### config.mk
export PLATFORM = sky130hd
export DESIGN_NAME = capture_ctrl
export DESIGN_NICKNAME = d
export VERILOG_FILES = /design/src/rtl/osc_pkg.sv /design/src/rtl/trig_detect.sv /design/src/rtl/capture_ctrl.sv
export SDC_FILE = /design/constraint.sdc
export NUM_CORES = 1
export LEC_CHECK = 0
export BUFFER_PORTS_ARGS = -buffer_cell sky130_fd_sc_hd__buf_2
export CORE_UTILIZATION = 54
export DETAILED_ROUTE_END_ITERATION = 16
export PLACE_DENSITY = 0.81
export SYNTH_ARGS = -nofsm -noshare
export SYNTH_HDL_FRONTEND = slang
export SYNTH_SLANG_ARGS = --single-unit
### constraint.sdc
create_clock -name clk -period 3.8 [get_ports clk]
set_input_delay 0.38 -clock clk [delete_from_list [all_inputs] [get_ports clk]]
set_output_delay 0.38 -clock clk [all_outputs]
set_load 0.01 [all_outputs]
### src/rtl/osc_pkg.sv
// Shared oscilloscope types: capture FSM states, acquisition mode encodings
// and the default sample/address widths.
package osc_pkg;

  localparam int DW = 12;
  localparam int AW = 8;

  typedef enum logic [2:0] {
    IDLE,
    PRE_FILL,
    ARMED,
    POST,
    DONE
  } capture_state_t;

  localparam logic [1:0] MODE_OFF    = 2'b00;
  localparam logic [1:0] MODE_AUTO   = 2'b01;
  localparam logic [1:0] MODE_NORMAL = 2'b10;
  localparam logic [1:0] MODE_SINGLE = 2'b11;

endpackage

### src/rtl/trig_detect.sv
// Hysteresis edge detector: a sample must first leave the band around the
// level on the far side before a crossing of the level counts as a trigger.
module trig_detect #(
  parameter int DW   = 12,
  parameter int HYST = 6
) (
  input  logic          clk,
  input  logic          rst,
  input  logic [DW-1:0] sample,
  input  logic          valid,
  input  logic [DW-1:0] level,
  input  logic          edge_sel,
  input  logic          clear,
  output logic          hit
);

  localparam logic [DW:0] MAX_S  = {1'b0, {DW{1'b1}}};
  localparam logic [DW:0] HYST_W = (DW+1)'(HYST);

  logic [DW:0] s_w, lvl_w, lo_thr, hi_sum, hi_thr;
  logic        primed_q, set_cond, hit_cond;

  // One extra bit keeps level +/- HYST from wrapping before saturation.
  always_comb begin
    s_w    = {1'b0, sample};
    lvl_w  = {1'b0, level};
    lo_thr = (lvl_w >= HYST_W) ? (lvl_w - HYST_W) : '0;
    hi_sum = lvl_w + HYST_W;
    hi_thr = (hi_sum > MAX_S) ? MAX_S : hi_sum;
    if (!edge_sel) begin
      set_cond = s_w < lo_thr;
      hit_cond = s_w >= lvl_w;
    end else begin
      set_cond = s_w > hi_thr;
      hit_cond = s_w <= lvl_w;
    end
    hit = valid && primed_q && hit_cond;
  end

  always_ff @(posedge clk or negedge rst) begin
    if (!rst)                      primed_q <= 1'b0;
    else if (clear)                primed_q <= 1'b0;
    else if (hit)                  primed_q <= 1'b0;
    else if (valid && set_cond)    primed_q <= 1'b1;
  end

endmodule

### src/rtl/capture_ctrl.sv
// Capture controller: streams samples into a circular buffer with a
// pre-trigger window, closes a frame after the trigger and hands it over.
module capture_ctrl #(
  parameter int DW           = osc_pkg::DW,
  parameter int AW           = osc_pkg::AW,
  parameter int HYST         = 6,
  parameter int AUTO_TIMEOUT = 50000
) (
  input  logic          clk,
  input  logic          rst,
  input  logic [1:0]    mode,
  input  logic          edge_sel,
  input  logic [DW-1:0] level,
  input  logic [AW-1:0] pre_trig,
  input  logic          arm,
  input  logic          sample_valid,
  input  logic [DW-1:0] sample,
  input  logic          frame_ack,
  output logic          wr_en,
  output logic [AW-1:0] wr_addr,
  output logic [DW-1:0] wr_data,
  output logic          frame_ready,
  output logic [AW-1:0] start_addr,
  output logic          forced,
  output logic          busy
);
  import osc_pkg::*;

  localparam int          TW    = $clog2(AUTO_TIMEOUT + 1);
  localparam logic [AW:0] DEPTH = {1'b1, {AW{1'b0}}};

  capture_state_t state_q, state_d;

  logic [1:0]    mode_q;
  logic [AW-1:0] pre_q;
  logic [AW-1:0] wr_ptr, trig_addr, trig_addr_d;
  logic [AW:0]   fill_cnt, fill_inc, post_target;
  logic [TW-1:0] to_cnt;
  logic          capturing, write_go, det_valid, det_clear, hit;
  logic          timeout_hit, trig, state_change, cfg_take;

  always_comb begin
    capturing    = state_q inside {PRE_FILL, ARMED, POST};
    write_go     = sample_valid && capturing;
    fill_inc     = fill_cnt + 1'b1;
    post_target  = DEPTH - {1'b0, pre_q};
    det_valid    = sample_valid && (state_q == ARMED);
    timeout_hit  = det_valid && (mode_q == MODE_AUTO) && (to_cnt == TW'(AUTO_TIMEOUT - 1));
    trig         = hit || timeout_hit;
    trig_addr_d  = trig ? wr_ptr : trig_addr;
    state_change = state_d != state_q;
    det_clear    = state_change && (state_d inside {PRE_FILL, ARMED});
    cfg_take     = (state_q inside {IDLE, DONE}) && (state_d inside {PRE_FILL, ARMED});
  end

  trig_detect #(
    .DW   (DW),
    .HYST (HYST)
  ) u_trig_detect (
    .clk      (clk),
    .rst      (rst),
    .sample   (sample),
    .valid    (det_valid),
    .level    (level),
    .edge_sel (edge_sel),
    .clear    (det_clear),
    .hit      (hit)
  );

  always_ff @(posedge clk or negedge rst) begin
    if (!rst) state_q <= IDLE;
    else      state_q <= state_d;
  end

  always_comb begin
    // NOTE: default-first assignment keeps this block free of inferred latches.
    state_d = state_q;
    if (mode == MODE_OFF) begin
      state_d = IDLE;
    end else begin
      unique case (state_q)
        IDLE:     if (arm) state_d = (pre_trig == '0) ? ARMED : PRE_FILL;
        PRE_FILL: if (sample_valid && (fill_inc == {1'b0, pre_q})) state_d = ARMED;
        ARMED:    if (trig) state_d = (post_target == (AW+1)'(1)) ? DONE : POST;
        POST:     if (sample_valid && (fill_inc == post_target)) state_d = DONE;
        DONE: begin
          if (frame_ack) begin
            case (mode_q)
              MODE_AUTO, MODE_NORMAL: state_d = (pre_trig == '0) ? ARMED : PRE_FILL;
              default:                state_d = IDLE;
            endcase
          end
        end
        default:  state_d = IDLE;
      endcase
    end
  end

  always_comb begin
    frame_ready = (state_q == DONE);
    busy        = (state_q != IDLE);
  end

  // NOTE: sequential state uses non-blocking assignments so every register
  // samples the pre-edge values regardless of statement order.
  always_ff @(posedge clk or negedge rst) begin
    if (!rst) begin
      wr_en      <= 1'b0;
      wr_addr    <= '0;
      wr_data    <= '0;
      wr_ptr     <= '0;
      trig_addr  <= '0;
      start_addr <= '0;
      forced     <= 1'b0;
      mode_q     <= MODE_OFF;
      pre_q      <= '0;
      fill_cnt   <= '0;
      to_cnt     <= '0;
    end else begin
      // The buffer pointer runs freely across frames; only reset rewinds it.
      wr_en <= write_go;
      if (write_go) begin
        wr_addr <= wr_ptr;
        wr_data <= sample;
        wr_ptr  <= wr_ptr + 1'b1;
      end

      if (cfg_take) begin
        mode_q <= mode;
        pre_q  <= pre_trig;
      end

      if (state_change)
        fill_cnt <= (state_d == POST) ? (AW+1)'(1) : '0;
      else if (sample_valid && (state_q inside {PRE_FILL, POST}))
        fill_cnt <= fill_inc;

      if ((state_q == ARMED) && (state_d == ARMED)) begin
        if (sample_valid) to_cnt <= to_cnt + 1'b1;
      end else begin
        to_cnt <= '0;
      end

      trig_addr <= trig_addr_d;
      if (state_change && (state_d == DONE))
        start_addr <= trig_addr_d - pre_q;

      if (!(state_d inside {POST, DONE}))
        forced <= 1'b0;
      else if (trig)
        forced <= timeout_hit && !hit;
    end
  end

endmodule

== Word-level counts from Yosys, hierarchy flattened ==
Cells that the tools add are included.

* Word-level logic and storage cells: 97
* Output and inout bits: 32
* Input bits: 40
* Register bits after elaboration: 85

* $add $sub $neg: 7
* Mux-type cells: 25
* Equal/unequal tests: 17
* Reduce and logical (&&, ||, !) cells: 29
* $lt $le $gt $ge: 6

{| class="wikitable"
|+ Operator list
! cell !! number
|-
| $mux 16 || 2
|-
| $mux 13 || 2
|-
| $mux 3 || 7
|-
| $mux 9 || 2
|-
| $add 16x1->16 const B || 1
|-
| $eq 16x16->1 const B || 1
|-
| $logic_and 1x1->1 || 15
|-
| $pmux 3 s5 || 1
|-
| $add 12x3->13 const B || 1
|-
| $gt 12x13->1 || 1
|-
| $gt 13x12->1 const B || 1
|-
| $lt 12x13->1 || 1
|-
| $sub 12x3->13 const B || 1
|-
| $eq 3x2->1 const B || 4
|-
| $ge 12x12->1 || 1
|-
| $ge 12x3->1 const B || 1
|-
| $le 12x12->1 || 1
|-
| $reduce_bool 2->1 || 5
|-
| $add 9x1->9 const B || 1
|-
| $eq 9x1->1 const B || 1
|-
| $eq 9x8->1 || 1
|-
| $eq 9x9->1 || 1
|-
| $reduce_bool 3->1 || 3
|-
| $sub 9x8->9 const A || 1
|-
| other kinds (17) || 28
|}

== Depth between registers and ports, before layout ==
Gate-level depths: netlist (run 1).

* Word-level depth: 12
* Mapped depth: 21
* Depth with buffers taken out: 20

== Hierarchy ==
A second synthesis (run 1) with hierarchy kept.

* Cell total of the unflattened synthesis: 647
* Area, all modules: 6223.5 um^2

{| class="wikitable"
|+ By module, submodules not included
! module !! instances !! cells an instance !! seq. area each (um^2) !! area each (um^2)
|-
| capture_ctrl || 1 || 448 || 2102.0 || 4754.6
|-
| trig_detect || 1 || 199 || 25.0 || 1468.9
|}

== Worst setup path before layout (run 1) ==
Ideal clock, no wire load.

* Path type: in2reg
* From: input level[3]
* To: register start_addr[7]
* Buffers on the path: 1
* Setup time: 0.125 ns
* Data required time: 3.675 ns
* Arrival time: 4.372 ns
* Stages on the path: 21
* Slack: -0.697 ns
* Cells stage by stage: clkbuf_1 -> inv_1 -> ha_1 -> nand4_1 -> nor3_1 -> nand2b_1 -> a21oi_1 -> or3_1 -> nand2_1 -> mux2i_1 -> inv_1 -> ha_1 -> nor2b_1 -> o21ai_0 -> nand2b_1 -> a21o_1 -> a21o_1 -> a31oi_1 -> xnor2_1 -> xnor2_1 -> mux2_2

* Elaborated cells between the ends (all ways): 13
* Classes of those cells: add/sub: 1; order compare: 2; eq/ne: 2; mux: 5; reduce/logical: 3

{| class="wikitable"
|+ RTL lines
! element !! line !! text
|-
| from (decl) || capture_ctrl.sv:13 || <nowiki>input logic [DW-1:0] level,</nowiki>
|-
| $ge 12x12->1 or $le 12x12->1 (tied branches) || trig_detect.sv:32, trig_detect.sv:35 ||
|-
| $mux 1 (*) || trig_detect.sv:30 || <nowiki>if (!edge_sel) begin</nowiki>
|-
| $logic_and 1x1->1 (*) || trig_detect.sv:37 || <nowiki>hit = valid && primed_q && hit_cond;</nowiki>
|-
| $logic_or 1x1->1 (*) || capture_ctrl.sv:49 || <nowiki>trig = hit || timeout_hit;</nowiki>
|-
| $mux 8 (*) || capture_ctrl.sv:50 || <nowiki>trig_addr_d = trig ? wr_ptr : trig_addr;</nowiki>
|-
| named net trig_addr_d[1] || capture_ctrl.sv:36 || <nowiki>logic [AW-1:0] wr_ptr, trig_addr, trig_addr_d;</nowiki>
|-
| $sub 8x8->8 (*) || capture_ctrl.sv:146 || <nowiki>start_addr <= trig_addr_d - pre_q;</nowiki>
|-
| to (signal assigned) || capture_ctrl.sv:146 ||
|-
| to (decl) || capture_ctrl.sv:23 || <nowiki>output logic [AW-1:0] start_addr,</nowiki>
|}

The timed path passes the listed nets; every way through them passes the cells marked *.
A chain may end at the register's enable or synchronous reset.

== Worst setup path after layout (run 1) ==
* From: register to_cnt[12]
* To: register start_addr[7]

* Elaborated cells between the ends (all ways): 11
* Classes of those cells: add/sub: 1; eq/ne: 3; mux: 4; reduce/logical: 3

{| class="wikitable"
|+ RTL lines
! element !! line !! text
|-
| from (decl) || capture_ctrl.sv:38 || <nowiki>logic [TW-1:0] to_cnt;</nowiki>
|-
| from (signal assigned) || capture_ctrl.sv:139 || <nowiki>if (sample_valid) to_cnt <= to_cnt + 1'b1;</nowiki>
|-
| $eq 16x16->1 || capture_ctrl.sv:48 || <nowiki>timeout_hit = det_valid && (mode_q == MODE_AUTO) && (to_cnt == TW'(AUTO_TIMEOUT - 1));</nowiki>
|-
| $logic_and 1x1->1 || capture_ctrl.sv:48 ||
|-
| $logic_or 1x1->1 || capture_ctrl.sv:49 ||
|-
| $mux 8 || capture_ctrl.sv:50 ||
|-
| named net trig_addr_d[1] || capture_ctrl.sv:36 ||
|-
| $sub 8x8->8 || capture_ctrl.sv:146 ||
|}

The timed path passes the listed nets, and every way through them passes these cells.

==> results.sh, run 1 <==
export IMPL_outcome="finished, violations left"
export IMPL_violations="negative setup slack"
export IMPL_max_clock_freq_mhz=262.4
export IMPL_hold_slack_ps=204.8
export IMPL_ant_nets=0
export IMPL_number_of_global_route_vias_before_repair=5287
export IMPL_power_per_cell_area_nw_per_um2=475.6
export IMPL_most_common_cell_after_layout_fill_and_taps_aside="buf_4"
export IMPL_initial_antenna_violation_count=0
export IMPL_tightest_slew_ps=1088
export IMPL_placement_rows=38
export IMPL_leakagePower_nw=3.624
export IMPL_postSynthCellCount=624
export IMPL_crit_type="flop to flop"
export IMPL_clkLatencyLatePin_ps=370
export IMPL_cts_sink_count=85
export IMPL_final_hold_viol_count=0
export IMPL_setup_ws_ps=-11.37
export IMPL_async_set_reset_flop_share_out_of_synthesis_pct=100.0
export IMPL_synthDominantAreaCellType="dfrtp_1"
export IMPL_final_max_slew_violation_count=0
export IMPL_busiest_layer_in_global_routing="met2"
export IMPL_antenna_cells_inserted=0
export IMPL_post_synth_instance_area_um2=6015
export IMPL_syn_mean_instance_area_um2=9.639
export IMPL_design_portCount=72
export IMPL_r2r_end="start_addr[7]$_DFFE_PN0P_"
export IMPL_synth_edf_count=0
export IMPL_clock_skew_ps=14.53
export IMPL_hp_class="input pin to async pin"
export IMPL_total_of_flip_flops_plus_latches_after_synthesis=85
export IMPL_drcViolationCount=0
export IMPL_timing_critical_path_slowest_cell_delay_ps=560
export IMPL_die_height_um=107.5
export IMPL_netlist_top_cells_area="dfrtp_1, ha_1, mux2_2"
export IMPL_flow_area_growth_from_synthesis_pct=27.04
export IMPL_post_cts_hold_buffer_count=0
export IMPL_clock_tree_from_tritoncts="yes"
export IMPL_drive_gt1_share_pct=35.25
export IMPL_worst_r2r_path_cells=18
export IMPL_timing_rr_start="to_cnt[12]$_DFFE_PN0P_"
export IMPL_cp_num_buf_inv=3
export IMPL_setup_violations_final=1
export IMPL_grt_ovfl_total=0
export IMPL_grt_util_met3_pct=4.661
export IMPL_layout_nets=872
export IMPL_critical_path_peak_fanout=4
export IMPL_timing_reg2reg_setup_slack_ps=-10
export IMPL_first_iter_violations=329
export IMPL_firstDrtPassIters=5
export IMPL_synth_warning_count=0
export IMPL_die_w_um=107.5
export IMPL_clkSlewWorstSetupHoldPaths_ps=80
export IMPL_largest_net_degree_at_the_start_of_global_routing=86
export IMPL_worstPathRequired_ps=4050
export IMPL_synth_nets=716
export IMPL_io_buffers=71
export IMPL_synth_distinct_cells=65
export IMPL_critical_path_top_delay_family="simple AND/OR/NAND/NOR gates"
export IMPL_grtUsageTotal_pct=27.25
export IMPL_design_area_um2=7641
export IMPL_ys_seq_area_share_pct=35.37
export IMPL_routed_wire_length_per_instance_um=16.84
export IMPL_cts_root_buffer="clkbuf_8"
export IMPL_grt_use_met2_pct=47.66
export IMPL_mostFrequentLayoutCells="buf_4, dfrtp_1, buf_2, nor2_1"
export IMPL_period_minus_slack_ps=3811
export IMPL_number_of_maximum_capacitance_constraint_violations=0
export IMPL_filler_cell_count=751
export IMPL_clk_path_buf_depth=2
export IMPL_synthFlopType="dfrtp_1"
export IMPL_synth_top_cell_area_share_pct=35.37
export IMPL_placeableCoreArea_um2=10840
export IMPL_fraction_of_met1_tracks_used_by_global_routing_pct=34.07
export IMPL_critical_path_startpoint_type="flop"
export IMPL_die_area_um2=11560
export IMPL_path_cells="or4b_4 -> nor4_4 -> buf_4 -> and2_4 -> inv_2 -> nand2_4 -> mux2i_2 -> inv_1 -> ha_1 -> nor2b_4 -> o21ai_2 -> nand2b_1 -> a21o_1 -> a21o_1 -> a31oi_1 -> xnor2_1 -> xnor2_1 -> mux2_2"
export IMPL_floorplan_initialDensity_pct=55.48
export IMPL_first_pass_grt_wire_length_mm=24.70
export IMPL_gpl_final_weighted_congestion=0.9273
export IMPL_endpoint_kind="flop"
export IMPL_slew_limit_headroom_pct=27.12
export IMPL_detail_route_wirelength_mm=15.54
export IMPL_cts_buffers_inserted=9
export IMPL_viasPerCell=5.829
export IMPL_place_hpwl_mm=11.59
export IMPL_setup_repair_after_global_routing_missed_its_margin="yes"
export IMPL_instance_area_at_placement_um2=7109
export IMPL_ratio_of_final_minimum_period_to_clock_period_pct=100.3
export IMPL_number_of_h_tree_levels=3
export IMPL_route_vias_total=5380
export IMPL_max_vdd_ir_drop_mv=0.4084
export IMPL_slowest_stage="or4b_4"
export IMPL_worst_ep_arrival_time_ps=4060
==> repair_timing <==
| item | in CTS | in global routing |
|---|---|---|
| resized for setup | 4 | 43 |
| setup buffers | 2 | 16 |
| pin swaps | 3 | 34 |
| endpoints found under the setup margin | 3 | 14 |
==> area by class of cell <==
type	count	area, um2	share of cell area, %
clock buffer	11	141.4	1.850
timing repair buffer	164	1094	14.31
inverter	32	126.4	1.654
multi-input combinational	488	3931	51.45
tap	140	175.2	2.292
sequential	85	2127	27.84
clock inverter	3	46.29	0.6059
==> synthesized netlist by cell type, drive strengths merged (6+ instances only) <==
cell	n
mux2	43
mux2i	7
clkbuf	16
nor3	18
a21oi	21
and3	7
nand3	23
nor2	59
nor2b	9
o21ai	14
xor2	28
a21o	10
o21a	6
nor4	10
dfrtp	85
xnor2	45
nand2	37
or3	8
nand4	22
inv	30
nand2b	6
ha	51
==> kinds of logic (layout without fill, tap and decap cells) <==
kind of cell,count (synthesis),after routing,synth area share (%)
adders and majority gates,52,52,10.94
muxes,50,50,9.216
and+or+nand+nor,220,220,18.85
buffers and inverters,51,210,3.287
xor gates and xnor gates,75,75,11.38
DFF,85,85,35.37
AOI/OAI and AO/OA,91,91,10.96
==> stage by stage <==
stage	worst slack [ps]	setup TNS [ps]	power, mW	instances	util (%)
floorplan	-111.1	-111.1	2.378	624	-
global placement	-233.7	-524.3	2.851	891	65.58
detailed placement	-387.1	-1045	2.943	891	65.58
CTS	29.89	0	3.578	907	67.66
global route	-178.5	-290.7	3.876	923	70.49
finish	-11.37	-11.37	3.634	923	70.49
==> sequential cells by signal (all words and copies together), names as in the netlist <==
name / cells
fill_cnt: 9
forced: 1
mode_q: 2
pre_q: 8
start_addr: 8
state_q: 3
to_cnt: 16
trig_addr: 8
u_trig_detect.primed_q: 1
wr_addr: 8
wr_data: 12
wr_en: 1
wr_ptr: 8
==> routing by layer <==
metal / up-vias / share of wire [%]
li1: 2552 / -
met1: 2647 / 43
met2: 147 / 51
met3: 34 / 4.1
met4: 0 / 2.4
met5: - / 0
==> worst register-to-register path, cell delays in order (launching register included) <==
cell,delay (ps)
dfrtp_1,390
or4b_4,560
nor4_4,320
buf_4,170
and2_4,140
inv_2,40
nand2_4,80
mux2i_2,230
inv_1,90
ha_1,310
nor2b_4,130
o21ai_2,120
nand2b_1,90
a21o_1,160
a21o_1,190
a31oi_1,170
xnor2_1,160
xnor2_1,100
mux2_2,250
==> where the power goes <==
part           internal (mW)  switching (mW)
clock network          0.317           0.318
registers               1.11           0.212
logic                  0.818           0.858
==> how the worst max path moves through the flow <==
| stage | start | endpoint | slack, ps | cells after the start |
|---|---|---|---|---|
| after floorplan | level[8] | start_addr[7]$_DFFE_PN0P_ | -110 | 20 |
| after global placement | level[9] | start_addr[7]$_DFFE_PN0P_ | -230 | 21 |
| after detailed placement | level[9] | start_addr[7]$_DFFE_PN0P_ | -390 | 21 |
| after CTS | to_cnt[11]$_DFFE_PN0P_ | start_addr[7]$_DFFE_PN0P_ | 30 | 18 |
| after global routing | level[11] | start_addr[7]$_DFFE_PN0P_ | -180 | 21 |
| final | to_cnt[12]$_DFFE_PN0P_ | start_addr[7]$_DFFE_PN0P_ | -10 | 18 |
No activity file was read; power rests on OpenSTA's default activity.
==> run 2, diff against run 1 <==
--- a/config.mk
+++ b/config.mk
@@ -8,6 +8,7 @@
 export BUFFER_PORTS_ARGS = -buffer_cell sky130_fd_sc_hd__buf_2
 export CORE_UTILIZATION = 54
 export DETAILED_ROUTE_END_ITERATION = 16
+export GPL_TIMING_DRIVEN = 0
 export PLACE_DENSITY = 0.81
 export SYNTH_ARGS = -nofsm -noshare
 export SYNTH_HDL_FRONTEND = slang
==> run 2 against run 1 <==
Compared with the run above:
- critical path type is now input pin to flop
- design area shrank 2.3%
- via count fell by 1.2%
- the run now ends clean
- worst hold slack gained 48 ps
- largest power group unchanged
- register-to-register slack gained 70 ps
- global-route usage down 0.86 points
- first-iteration DRC count increased by 27%
- wire length up 0.51%
==> results.sh, run 2 (synthesized netlist as in run 1, its figures left out) <==
export IMPL_clock_power_share_pct=16.8
export IMPL_detail_route_wirelength_mm=15.62
export IMPL_cts_root_buffer="clkbuf_8"
export IMPL_cts_sink_count=85
export IMPL_design_area_um2=7465
export IMPL_period_minus_slack_ps=3768
export IMPL_post_place_cells=833
export IMPL_critical_path_peak_fanout=5
export IMPL_route_vias_total=5314
export IMPL_die_area_um2=11560
export IMPL_place_worst_setup_slack_ps=-1006
export IMPL_placeableCoreArea_um2=10840
export IMPL_portion_of_total_power_attributed_to_combinational_logic_pct=45.9
export IMPL_power_spent_charging_and_discharging_nets_mw=1.444
export IMPL_number_of_maximum_capacitance_constraint_violations=0
export IMPL_final_max_slew_violation_count=0
export IMPL_mostFrequentLayoutCells="dfrtp_1, buf_2, nor2_1, xnor2_1, mux2_2"
export IMPL_routed_wire_length_per_instance_um=17.73
export IMPL_seq_power_share_pct=37.3
export IMPL_antenna_cells_inserted=0
export IMPL_clk_path_buf_depth=2
export IMPL_worstPathRequired_ps=4060
export IMPL_io_buffers=68
export IMPL_setup_violations_final=0
export IMPL_firstDrtPassIters=5
export IMPL_initial_antenna_violation_count=0
export IMPL_first_pass_grt_wire_length_mm=23.94
export IMPL_outcome="finished, final reports clean"
export IMPL_gpl_final_weighted_congestion=0.9241
export IMPL_most_common_cell_after_layout_fill_and_taps_aside="dfrtp_1"
export IMPL_die_w_um=107.5
export IMPL_largest_net_degree_at_the_start_of_global_routing=52
export IMPL_flow_area_growth_from_synthesis_pct=24.11
export IMPL_drive_gt1_share_pct=31.98
export IMPL_slew_limit_headroom_pct=35.08
export IMPL_layout_nets=828
export IMPL_floorplan_initialDensity_pct=55.48
export IMPL_place_hpwl_mm=10.97
export IMPL_top_regs="to_cnt (16), wr_data (12), fill_cnt (9)"
export IMPL_ant_nets=0
export IMPL_die_height_um=107.5
export IMPL_grtUsageTotal_pct=26.39
export IMPL_tightest_slew_ps=969.5
export IMPL_critical_path_startpoint_type="input pin"
export IMPL_endpoint_kind="flop"
export IMPL_switching_share_pct=39.92
export IMPL_number_of_global_route_vias_before_repair=5105
export IMPL_setup_repair_after_global_routing_missed_its_margin="yes"
export IMPL_drcViolationCount=0
export IMPL_ratio_of_final_minimum_period_to_clock_period_pct=99.16
export IMPL_grt_ovfl_total=0
export IMPL_first_iter_violations=419
export IMPL_placement_rows=38
export IMPL_clock_skew_ps=13.57
export IMPL_max_vdd_ir_drop_mv=0.4054
export IMPL_totalPowerFinal_mw=3.618
export IMPL_viasPerCell=6.032
export IMPL_cts_buffers_inserted=9
export IMPL_worst_ep_arrival_time_ps=4030
export IMPL_final_util_pct=68.86
export IMPL_max_clock_freq_mhz=265.4
export IMPL_hp_class="input pin to flop"
export IMPL_top_register="to_cnt"
export IMPL_hold_slack_ps=252.7
export IMPL_power_per_cell_area_nw_per_um2=484.7
export IMPL_instance_area_at_placement_um2=6668
export IMPL_crit_type="input pin to flop"
export IMPL_clkSlewWorstSetupHoldPaths_ps=90
export IMPL_clkLatencyLatePin_ps=370
export IMPL_largest_reg_flops=16
export IMPL_leakagePower_nw=3.392
export IMPL_finalSetupTns_ps=0
export IMPL_number_of_h_tree_levels=3
export IMPL_final_hold_viol_count=0
export IMPL_setup_ws_ps=31.91
export IMPL_p_int_mw=2.174
export IMPL_design_portCount=72
export IMPL_stdcell_count=881
export IMPL_clock_tree_from_tritoncts="yes"
run 2: cell types whose count changed in the layout (fill, tap and decap cells not counted), moves of 3 or more:
cell	before	now
inv_4	2	5
buf_2	67	61
clkinv_4	0	3
buf_4	89	37
ha_1	43	38
clkbuf_1	1	9
ha_4	7	11
inv_1	25	19
run 2: what timing repair did:
item,4_1_cts,5_1_grt
gates resized for setup,23,64
hold endpoints to repair,34,0
setup endpoints to repair,14,26
pin swaps,11,26
cloned,0,0
hold buffers,1,0
setup buffers,18,16
run 2: worst paths after layout:
kind,startpoint,to,slack [ps],cells past startpoint
worst min register to register,wr_data[0]$_DFFE_PN0P_,wr_data[0]$_DFFE_PN0P_,500,1
max in group asynchronous,rst,wr_data[3]$_DFFE_PN0P_,2700,3
worst max register to register,pre_q[1]$_DFFE_PN0P_,start_addr[7]$_DFFE_PN0P_,60,11
worst min-delay path,pre_trig[2],pre_q[2]$_DFFE_PN0P_,250,2
min in group asynchronous,rst,wr_addr[6]$_DFFE_PN0P_,490,2
worst max-delay path,level[8],start_addr[7]$_DFFE_PN0P_,30,20
run 2: final cells by class:
class | count | area (um2)
sequential | 85 | 2130
clock buffer | 12 | 155.1
inverter | 32 | 152.6
tap | 140 | 175.2
buffer | 16 | 106.4
multi-input combinational | 488 | 4013
fill | 770 | 3376
clock inverter | 4 | 31.28
timing repair buffer | 104 | 701.9
run 2: power groups by stage:
stage / registers, mW / clock network, mW / logic [mW]
after floorplan: 1.32 / 0 / 1.06
after global placement: 1.31 / 0 / 1.44
after detailed placement: 1.32 / 0 / 1.51
after CTS: 1.32 / 0.622 / 1.55
after global routing: 1.38 / 0.660 / 1.80
final: 1.35 / 0.609 / 1.66
run 2: per-layer routing:
metal / routed length [um] / share of wire [%] / global-route usage (%)
met1: 6370 / 41 / 32.92
met2: 7857 / 50 / 45.47
met3: 925 / 5.9 / 4.479
met4: 471 / 3.0 / 10.08
met5: 0 / 0 / 0
run 2: worst max-delay path, cell delays in order:
cell and delay, ps:
buf_6 110, inv_8 40, ha_1 270, nand4_1 200, a211o_1 290, and4_1 200
or3_4 420, nand2_8 110, mux2i_4 250, inv_2 80, ha_4 210, nor2b_4 120
o21ai_2 150, nand2b_1 100, a21o_1 170, a21o_1 210, a31oi_2 160, xnor2_1 160
xnor2_1 110, mux2_4 280
==> run 3, diff against run 2 <==
--- a/config.mk
+++ b/config.mk
@@ -7,6 +7,7 @@
 export LEC_CHECK = 0
 export BUFFER_PORTS_ARGS = -buffer_cell sky130_fd_sc_hd__buf_2
 export CORE_UTILIZATION = 54
+export CTS_BUF_LIST = sky130_fd_sc_hd__clkbuf_4 sky130_fd_sc_hd__clkbuf_8 sky130_fd_sc_hd__clkbuf_16
 export DETAILED_ROUTE_END_ITERATION = 16
 export GPL_TIMING_DRIVEN = 0
 export PLACE_DENSITY = 0.81
==> run 3 against run 2 <==
Compared with the run above:
- register-to-register slack better by 30 ps
- wire length fell by 2.9%
- combinational power fell by 4%
- sequential power about the same
- largest cell class unchanged
- flip-flop and latch count is the same
==> results.sh, run 3 (synthesized netlist as in run 1, its figures left out) <==
export IMPL_drive_gt1_share_pct=31.06
export IMPL_most_common_cell_after_layout_fill_and_taps_aside="dfrtp_1"
export IMPL_cts_buffers_inserted=9
export IMPL_clkSlewWorstSetupHoldPaths_ps=80
export IMPL_slew_limit_headroom_pct=34.59
export IMPL_endpoint_kind="flop"
export IMPL_place_worst_setup_slack_ps=-1006
export IMPL_design_portCount=72
export IMPL_place_hpwl_mm=10.97
export IMPL_flow_area_growth_from_synthesis_pct=23.65
export IMPL_route_vias_total=5212
export IMPL_period_minus_slack_ps=3793
export IMPL_io_buffers=68
export IMPL_largest_net_degree_at_the_start_of_global_routing=52
export IMPL_gpl_final_weighted_congestion=0.9241
export IMPL_instance_area_at_placement_um2=6668
export IMPL_viasPerCell=5.963
export IMPL_mostFrequentLayoutCells="dfrtp_1, nor2_1, buf_2, xnor2_1, mux2_2"
export IMPL_number_of_h_tree_levels=3
export IMPL_cts_sink_count=85
export IMPL_max_clock_freq_mhz=263.7
export IMPL_design_area_um2=7437
export IMPL_clock_skew_ps=13.06
export IMPL_setup_violations_final=0
export IMPL_stdcell_count=874
export IMPL_top_regs="to_cnt (16), wr_data (12), fill_cnt (9)"
export IMPL_critical_path_startpoint_type="input pin"
export IMPL_placement_rows=38
export IMPL_post_place_cells=833
export IMPL_critical_path_peak_fanout=10
export IMPL_antenna_cells_inserted=0
export IMPL_drcViolationCount=0
export IMPL_worstPathRequired_ps=4100
export IMPL_grt_ovfl_total=0
export IMPL_first_iter_violations=392
export IMPL_crit_type="input pin to flop"
export IMPL_first_pass_grt_wire_length_mm=23.66
export IMPL_ratio_of_final_minimum_period_to_clock_period_pct=99.81
export IMPL_power_per_cell_area_nw_per_um2=479.4
export IMPL_worst_ep_arrival_time_ps=4090
export IMPL_placeableCoreArea_um2=10840
export IMPL_outcome="finished, final reports clean"
export IMPL_initial_antenna_violation_count=0
export IMPL_hp_class="input pin to flop"
export IMPL_final_max_slew_violation_count=0
export IMPL_max_vdd_ir_drop_mv=0.4126
export IMPL_detail_route_wirelength_mm=15.17
export IMPL_clock_tree_from_tritoncts="yes"
export IMPL_top_register="to_cnt"
export IMPL_final_hold_viol_count=0
export IMPL_totalPowerFinal_mw=3.565
export IMPL_die_area_um2=11560
export IMPL_leakagePower_nw=3.379
export IMPL_floorplan_initialDensity_pct=55.48
export IMPL_cts_root_buffer="clkbuf_8"
export IMPL_ant_nets=0
export IMPL_die_height_um=107.5
export IMPL_number_of_maximum_capacitance_constraint_violations=0
export IMPL_largest_reg_flops=16
export IMPL_tightest_slew_ps=976.9
export IMPL_die_w_um=107.5
export IMPL_filler_cell_count=798
export IMPL_number_of_global_route_vias_before_repair=5081
export IMPL_clkLatencyLatePin_ps=370
export IMPL_routed_wire_length_per_instance_um=17.35
export IMPL_setup_repair_after_global_routing_missed_its_margin="yes"
export IMPL_firstDrtPassIters=7
export IMPL_layout_nets=821
export IMPL_final_util_pct=68.61
export IMPL_setup_ws_ps=7.231
export IMPL_grtUsageTotal_pct=26.11
export IMPL_clk_path_buf_depth=2
run 3: per-stage QoR:
stage,TNS [ps],hold slack [ps]
global route,-227.5,254.7
global placement,-2077,475.6
floorplan,-111.1,84.41
finish,0,254.2
CTS,0,242.8
detailed placement,-2859,366.1
run 3: power by group:
part           switching (mW)  total (mW)  internal (mW)  leakage (nW)
sequential              0.236        1.35           1.11          1.10
clock                   0.329       0.613          0.284         0.100
combinational           0.843        1.60          0.761          2.18
total                    1.41        3.57           2.16          3.38
run 3: final timing paths:
| path | start | to | slack [ps] | depth (start not counted) |
|---|---|---|---|---|
| min | pre_trig[2] | pre_q[2]$_DFFE_PN0P_ | 250 | 2 |
| max reg2reg | pre_q[1]$_DFFE_PN0P_ | start_addr[7]$_DFFE_PN0P_ | 90 | 11 |
| max in group asynchronous | rst | wr_data[3]$_DFFE_PN0P_ | 2690 | 3 |
| min reg2reg | wr_ptr[7]$_DFFE_PN0P_ | wr_ptr[7]$_DFFE_PN0P_ | 500 | 1 |
| max | level[5] | u_trig_detect.primed_q$_DFFE_PN0P_ | 7 | 14 |
| min in group asynchronous | rst | wr_addr[6]$_DFFE_PN0P_ | 500 | 2 |
run 3: layout make-up:
class / count / area, um2 / share of cell area, %
clock inverter: 4 / 31.28 / 0.4206
buffer: 16 / 106.4 / 1.430
multi-input combinational: 488 / 3995 / 53.72
clock buffer: 12 / 158.9 / 2.137
inverter: 32 / 157.7 / 2.120
tap: 140 / 175.2 / 2.355
timing repair buffer: 97 / 683.2 / 9.186
sequential: 85 / 2130 / 28.63
run 3: metal layers:
layer  track usage, %  vias up  routed length (um)
li1                 -     2459                   -
met1            32.37     2535                6216
met2            45.01      179                7665
met3            4.540       39                 860
met4            10.18        0                 424
met5                0        -                   0
run 3: worst max-delay path, stage by stage:
cell,delay (ps)
buf_4,140
or3_1,360
nand2b_1,230
nor4_2,340
o311ai_0,420
clkbuf_1,340
nand2_1,120
ha_1,240
a21o_1,190
a211oi_1,410
nand3_1,230
o41ai_1,420
o41ai_1,150
a21oi_1,120
run 3: what timing repair did:
action / in CTS / in global routing
endpoints found under the hold margin: 34 / 0
pin swaps: 8 / 27
hold buffers: 1 / 0
resized for setup: 20 / 80
setup endpoints to repair: 14 / 26
gates cloned: 0 / 0
buffers inserted: 11 / 16
